File: src/rtl/generic_fifo_sc_b.sv
// Single-clock FIFO with registered-read or first-word-fall-through output,
// programmable almost-full/almost-empty thresholds, occupancy count and sticky error flags.
module generic_fifo_sc_b #(
    parameter int unsigned dw   = 8,
    parameter int unsigned aw   = 8,
    parameter int unsigned FWFT = 0
) (
    input  logic          clk,
    input  logic          rst,
    input  logic          clr,
    input  logic [dw-1:0] din,
    input  logic          we,
    input  logic          re,
    input  logic [aw:0]   afull_th,
    input  logic [aw:0]   aempty_th,
    output logic [dw-1:0] dout,
    output logic          full,
    output logic          empty,
    output logic          full_n,
    output logic          empty_n,
    output logic [aw:0]   cnt,
    output logic [1:0]    level,
    output logic          ovf,
    output logic          unf
);

    localparam int unsigned DEPTH = 1 << aw;

    logic [dw-1:0] mem [DEPTH];
    logic [aw-1:0] wp;
    logic [aw-1:0] rp;
    logic          wa;
    logic          ra;

    // Status decodes off the registered count; thresholds act in the same cycle
    assign full    = (cnt == (aw+1)'(DEPTH));
    assign empty   = (cnt == '0);
    assign full_n  = (cnt >= afull_th);
    assign empty_n = (cnt <= aempty_th);
    assign level   = full ? 2'b11 : cnt[aw-1:aw-2];

    // Accept only against the current count, so a same-cycle read never frees room for a write
    assign wa = we & ~full & ~clr;
    assign ra = re & ~empty & ~clr;

    always_ff @(posedge clk or negedge rst) begin
        if (!rst) begin
            wp  <= '0;
            rp  <= '0;
            cnt <= '0;
            ovf <= 1'b0;
            unf <= 1'b0;
        end else if (clr) begin
            wp  <= '0;
            rp  <= '0;
            cnt <= '0;
            ovf <= 1'b0;
            unf <= 1'b0;
        end else begin
            if (wa) wp <= wp + aw'(1);
            if (ra) rp <= rp + aw'(1);
            cnt <= cnt + (aw+1)'(wa) - (aw+1)'(ra);
            if (we && full)  ovf <= 1'b1;
            if (re && empty) unf <= 1'b1;
        end
    end

    // Storage is never reset or cleared
    always_ff @(posedge clk) begin
        if (wa) mem[wp] <= din;
    end

    generate
        if (FWFT != 0) begin : g_fwft
            assign dout = mem[rp];
        end else begin : g_reg
            always_ff @(posedge clk or negedge rst) begin
                if (!rst)     dout <= '0;
                else if (clr) dout <= '0;
                else if (ra)  dout <= mem[rp];
            end
        end
    endgenerate

endmodule

File: config.mk
export PLATFORM = sky130hd
export DESIGN_NAME = generic_fifo_sc_b
export DESIGN_NICKNAME = d
export VERILOG_FILES = /design/src/rtl/generic_fifo_sc_b.sv
export SDC_FILE = /design/constraint.sdc
export NUM_CORES = 2
export LEC_CHECK = 0
export BUFFER_PORTS_ARGS = -buffer_cell sky130_fd_sc_hd__buf_2
export CAP_MARGIN = 10
export CORE_ASPECT_RATIO = 1.25
export CORE_UTILIZATION = 47
export DETAILED_ROUTE_END_ITERATION = 10
export PLACE_DENSITY = 0.69
export SLEW_MARGIN = 20
export SYNTH_ARGS = -nofsm -noshare
export SYNTH_HDL_FRONTEND = slang
export SYNTH_SLANG_ARGS = --single-unit
File: constraint.sdc
create_clock -name clk -period 3.55 [get_ports clk]
set_clock_uncertainty 0.05 [all_clocks]
set_input_delay 0.1775 -clock clk [delete_from_list [all_inputs] [get_ports clk]]
set_output_delay 0.1775 -clock clk [all_outputs]
set_load 0.02 [all_outputs]
==> results.yml <==
timing:
  slew_viol_final: 0
  setup_viol: 0
  fin_hold_ws_ps: -15.0
  min_period_over_period_pct: 99.1
  slew_headroom_pct: 25.3
  hold_violations: 10
  rsz0062_at_grt: "yes"
  worst_pin_slew_ps: 1120
  layout_min_cycle_time_ps: 3520
  fmax_mhz: 284
yosys:
  yosys_warnings: 0
  synth-simple-area-share_pct: 2.88
  postSynthAreaPerCell_um2: 20.4
  synth_xor_xnor_area_share_pct: 0.204
  synthMuxAreaShare_pct: 14.7
  synth_area_leader_cell: "edfxtp_1"
  synth_edf_count: 2048
  syn_nets: 4066
  yosysMostFrequentCell: "edfxtp_1"
  syn-cell-area_mm2: 0.0817
  ys_seq_area_share_pct: 76.4
  yosysTopAreaCellShare_pct: 75.3
  synth_commonest_cells: "2048 x edfxtp_1, 439 x mux4_2, 328 x nor2_1, 200 x mux2i_1, 116 x clkbuf_1"
  synth.distinct_cells: 70
  ys_top_cells_by_area: "edfxtp_1 75%, mux4_2 12%, mux2i_1 2.5%, nor2_1 1.5%, dfrtp_1 1.1%"
  synthArstFlopShare_pct: 1.68
  synth_compound_area_share_pct: 3.49
  yosys_register_bits: 2083
  synth-main-ff-cell: "edfxtp_1"
  synth_top_family_by_area: "multiplexers"
  synthCells: 3999
  synth_fa_ha_area_share_pct: 0.561
pwr:
  power_uw: 54900
  leakage_uw: 0.0288
  powerDensity_mw_per_mm2: 595
  vdd_drop_max_uv: 550
layout:
  drive_gt1_share_pct: 24.6
  syn2layout_area_growth_pct: 13.0
  nets: 4378
  fin_cells: 6702
drt:
  drt_pass1_iterations: 5
  routedWlPerCell_um: 32.3
  drtAntennaViolNets: 0
  via_count: 42168
  drcViolationCount: 0
  routed_wl_um: 216000
  drt_iter0_drc: 5562
  vias_per_cell: 6.29
place:
  place_hpwl_um: 138000
  portBuffers: 55
  routabilityCongestion: 0.903
  dp_cells: 6336
clock_network:
  cts_buffer_depth: 3
  worstSkewPairLatency_ps: 840
  htree_num_levels: 4
  cts_made_buffers: 184
  cts_tree: "built"
  clock-root-buffer: "clkbuf_16"
  clkSinkCount: 2083
  clkSlewWorstSetupHoldPaths_ps: 60
floorplan:
  die_h_um: 468
  num_rows: 170
  num_io_pins: 56
  design.die.area_mm2: 0.175
  die_w_um: 375
  start_util_pct: 47.5
  core-area_mm2: 0.172
global_routing:
  grt_overflow_total: 0
  grt_pass1_vias: 42221
  grt_usage_pct: 24.5
  met2_usage_pct: 40.3
  antenna_found_initial: 8
  grt.busiest_layer: "met2"
  grt_pass1_wl_um: 306000
  use_met3_pct: 4.33
  gr-usage-met1_pct: 31.1
  grt_max_degree: 125
setup_path:
  cp.required_ps: 4270
  startpoint_type: "flop"
  crit_type: "reg2reg"
  arrival_ps: 4230
  cp_max_fo: 19
  crit_path_end_kind: "flop"
min_path:
  min_path_type: "in2reg"
outcome:
  violations: "negative hold slack"
  status: "finished with violations"
run:
  max_cap_viol_count: 0
-- state kept, by name, indices dropped and copies added, names as in the netlist --
| register | count |
|---|---|
| ovf | 1 |
| rp | 8 |
| unf | 1 |
| mem | 2048 |
| cnt | 9 |
| dout | 8 |
| wp | 8 |
-- layer usage --
layer / vias up / wire length [um] / part of all wire [%]
li1: 17173 / - / -
met1: 22038 / 77400 / 36
met2: 2404 / 107000 / 49
met3: 547 / 19400 / 9.0
met4: 6 / 12900 / 6.0
met5: - / 45 / 0.021
-- stage by stage --
stage / util [%] / setup TNS [ps] / hold slack [ps] / setup slack (ps) / cell area [um^2]
finish: 53.6 / 0 / -15.0 / 31.0 / 92300
global placement: 50.1 / 0 / 339 / 47.4 / 86300
CTS: 53.5 / 0 / 17.5 / 9.57 / 92000
detailed placement: 50.1 / 0 / 339 / 14.6 / 86300
global route: 53.6 / -150 / 15.5 / -115 / 92300
floorplan: - / -63.6 / -168 / -63.6 / 81700
-- cell families after synthesis --
| family | Yosys count |
|---|---|
| DFF | 2083 |
| muxes | 646 |
| and+or+nand+nor | 554 |
| AOI/OAI and AO/OA | 397 |
| buffers and inverters | 264 |
| adders and majority gates | 36 |
| xor gates and xnor gates | 19 |
-- path summary, 6_finish.rpt --
kind                       depth (start not counted)                start                   end  slack, ps
setup / recovery                                  11    rp[0]$_DFFE_PN0P_   dout[3]$_DFFE_PN0P_         30
hold / removal                                     1               din[3]  mem[53][3]$_DFFE_PP_        -20
setup reg to reg                                  11    rp[0]$_DFFE_PN0P_   dout[3]$_DFFE_PN0P_         30
hold reg to reg                                    1  dout[3]$_DFFE_PN0P_   dout[3]$_DFFE_PN0P_        450
max in group asynchronous                          4                  rst      cnt[6]$_DFF_PN0_       1350
min in group asynchronous                          3                  rst   dout[3]$_DFFE_PN0P_        470
-- report_power, final --
group / switching [uW] / internal, uW / leakage [uW]
Clock: 8840 / 10200 / 0.00275
Sequential: 126 / 27100 / 0.0189
Combinational: 4690 / 3990 / 0.00717
Total: 13700 / 41300 / 0.0288
-- critical path, cell delays in order, from the launching register on --
cell and delay, ps:
dfrtp_4 590, buf_4 190, buf_16 160, buf_12 220, buf_12 180, mux4_2 360, nand2_1 110, o21ai_0 160
a21oi_1 70, buf_4 180, nor4_1 810, a32o_1 280
-- area by class of cell --
type                    instances  area [um^2]
multi-input cells            1652        18000
clock inverters               103          787
clock buffers                 235         4840
diodes                          3         7.51
repair buffers                356         3350
inverters                      34          133
fillers                     12849        79800
flip-flops and latches       2083        62400
well taps                    2236         2800
-- layout by cell type, fill, tap and decap left out, types with 12 or more instances in the layout --
cell type | Yosys | layout
a211oi_1 | 15 | 13
a21oi_1 | 55 | 53
a221oi_1 | 30 | 29
a22o_1 | 28 | 28
a22oi_1 | 46 | 46
buf_12 | 1 | 46
buf_2 | 37 | 47
buf_4 | 16 | 235
clkbuf_1 | 116 | 49
clkbuf_16 | 0 | 188
clkinv_1 | 1 | 45
clkinv_2 | 0 | 35
dfrtp_1 | 35 | 24
dlygate4sd3_1 | 0 | 12
edfxtp_1 | 2048 | 2048
ha_1 | 35 | 31
inv_1 | 32 | 23
mux2i_1 | 200 | 200
mux4_2 | 439 | 439
nand2_1 | 92 | 91
nand3_1 | 29 | 26
nor2_1 | 328 | 317
nor2b_1 | 21 | 18
nor3_1 | 31 | 28
o211ai_1 | 20 | 20
o21ai_0 | 37 | 35
o221ai_1 | 41 | 41
o22ai_1 | 66 | 66
xnor2_1 | 12 | 12
-- timing repair --
action	CTS	global route
hold buffers	12	0
pin swaps	0	13
setup buffers	0	11
setup endpoints to repair	1	92
endpoints found under the hold margin	292	0
cloned	0	2
gates resized for setup	1	33
Note: power is estimated with default switching activity, not from simulation.
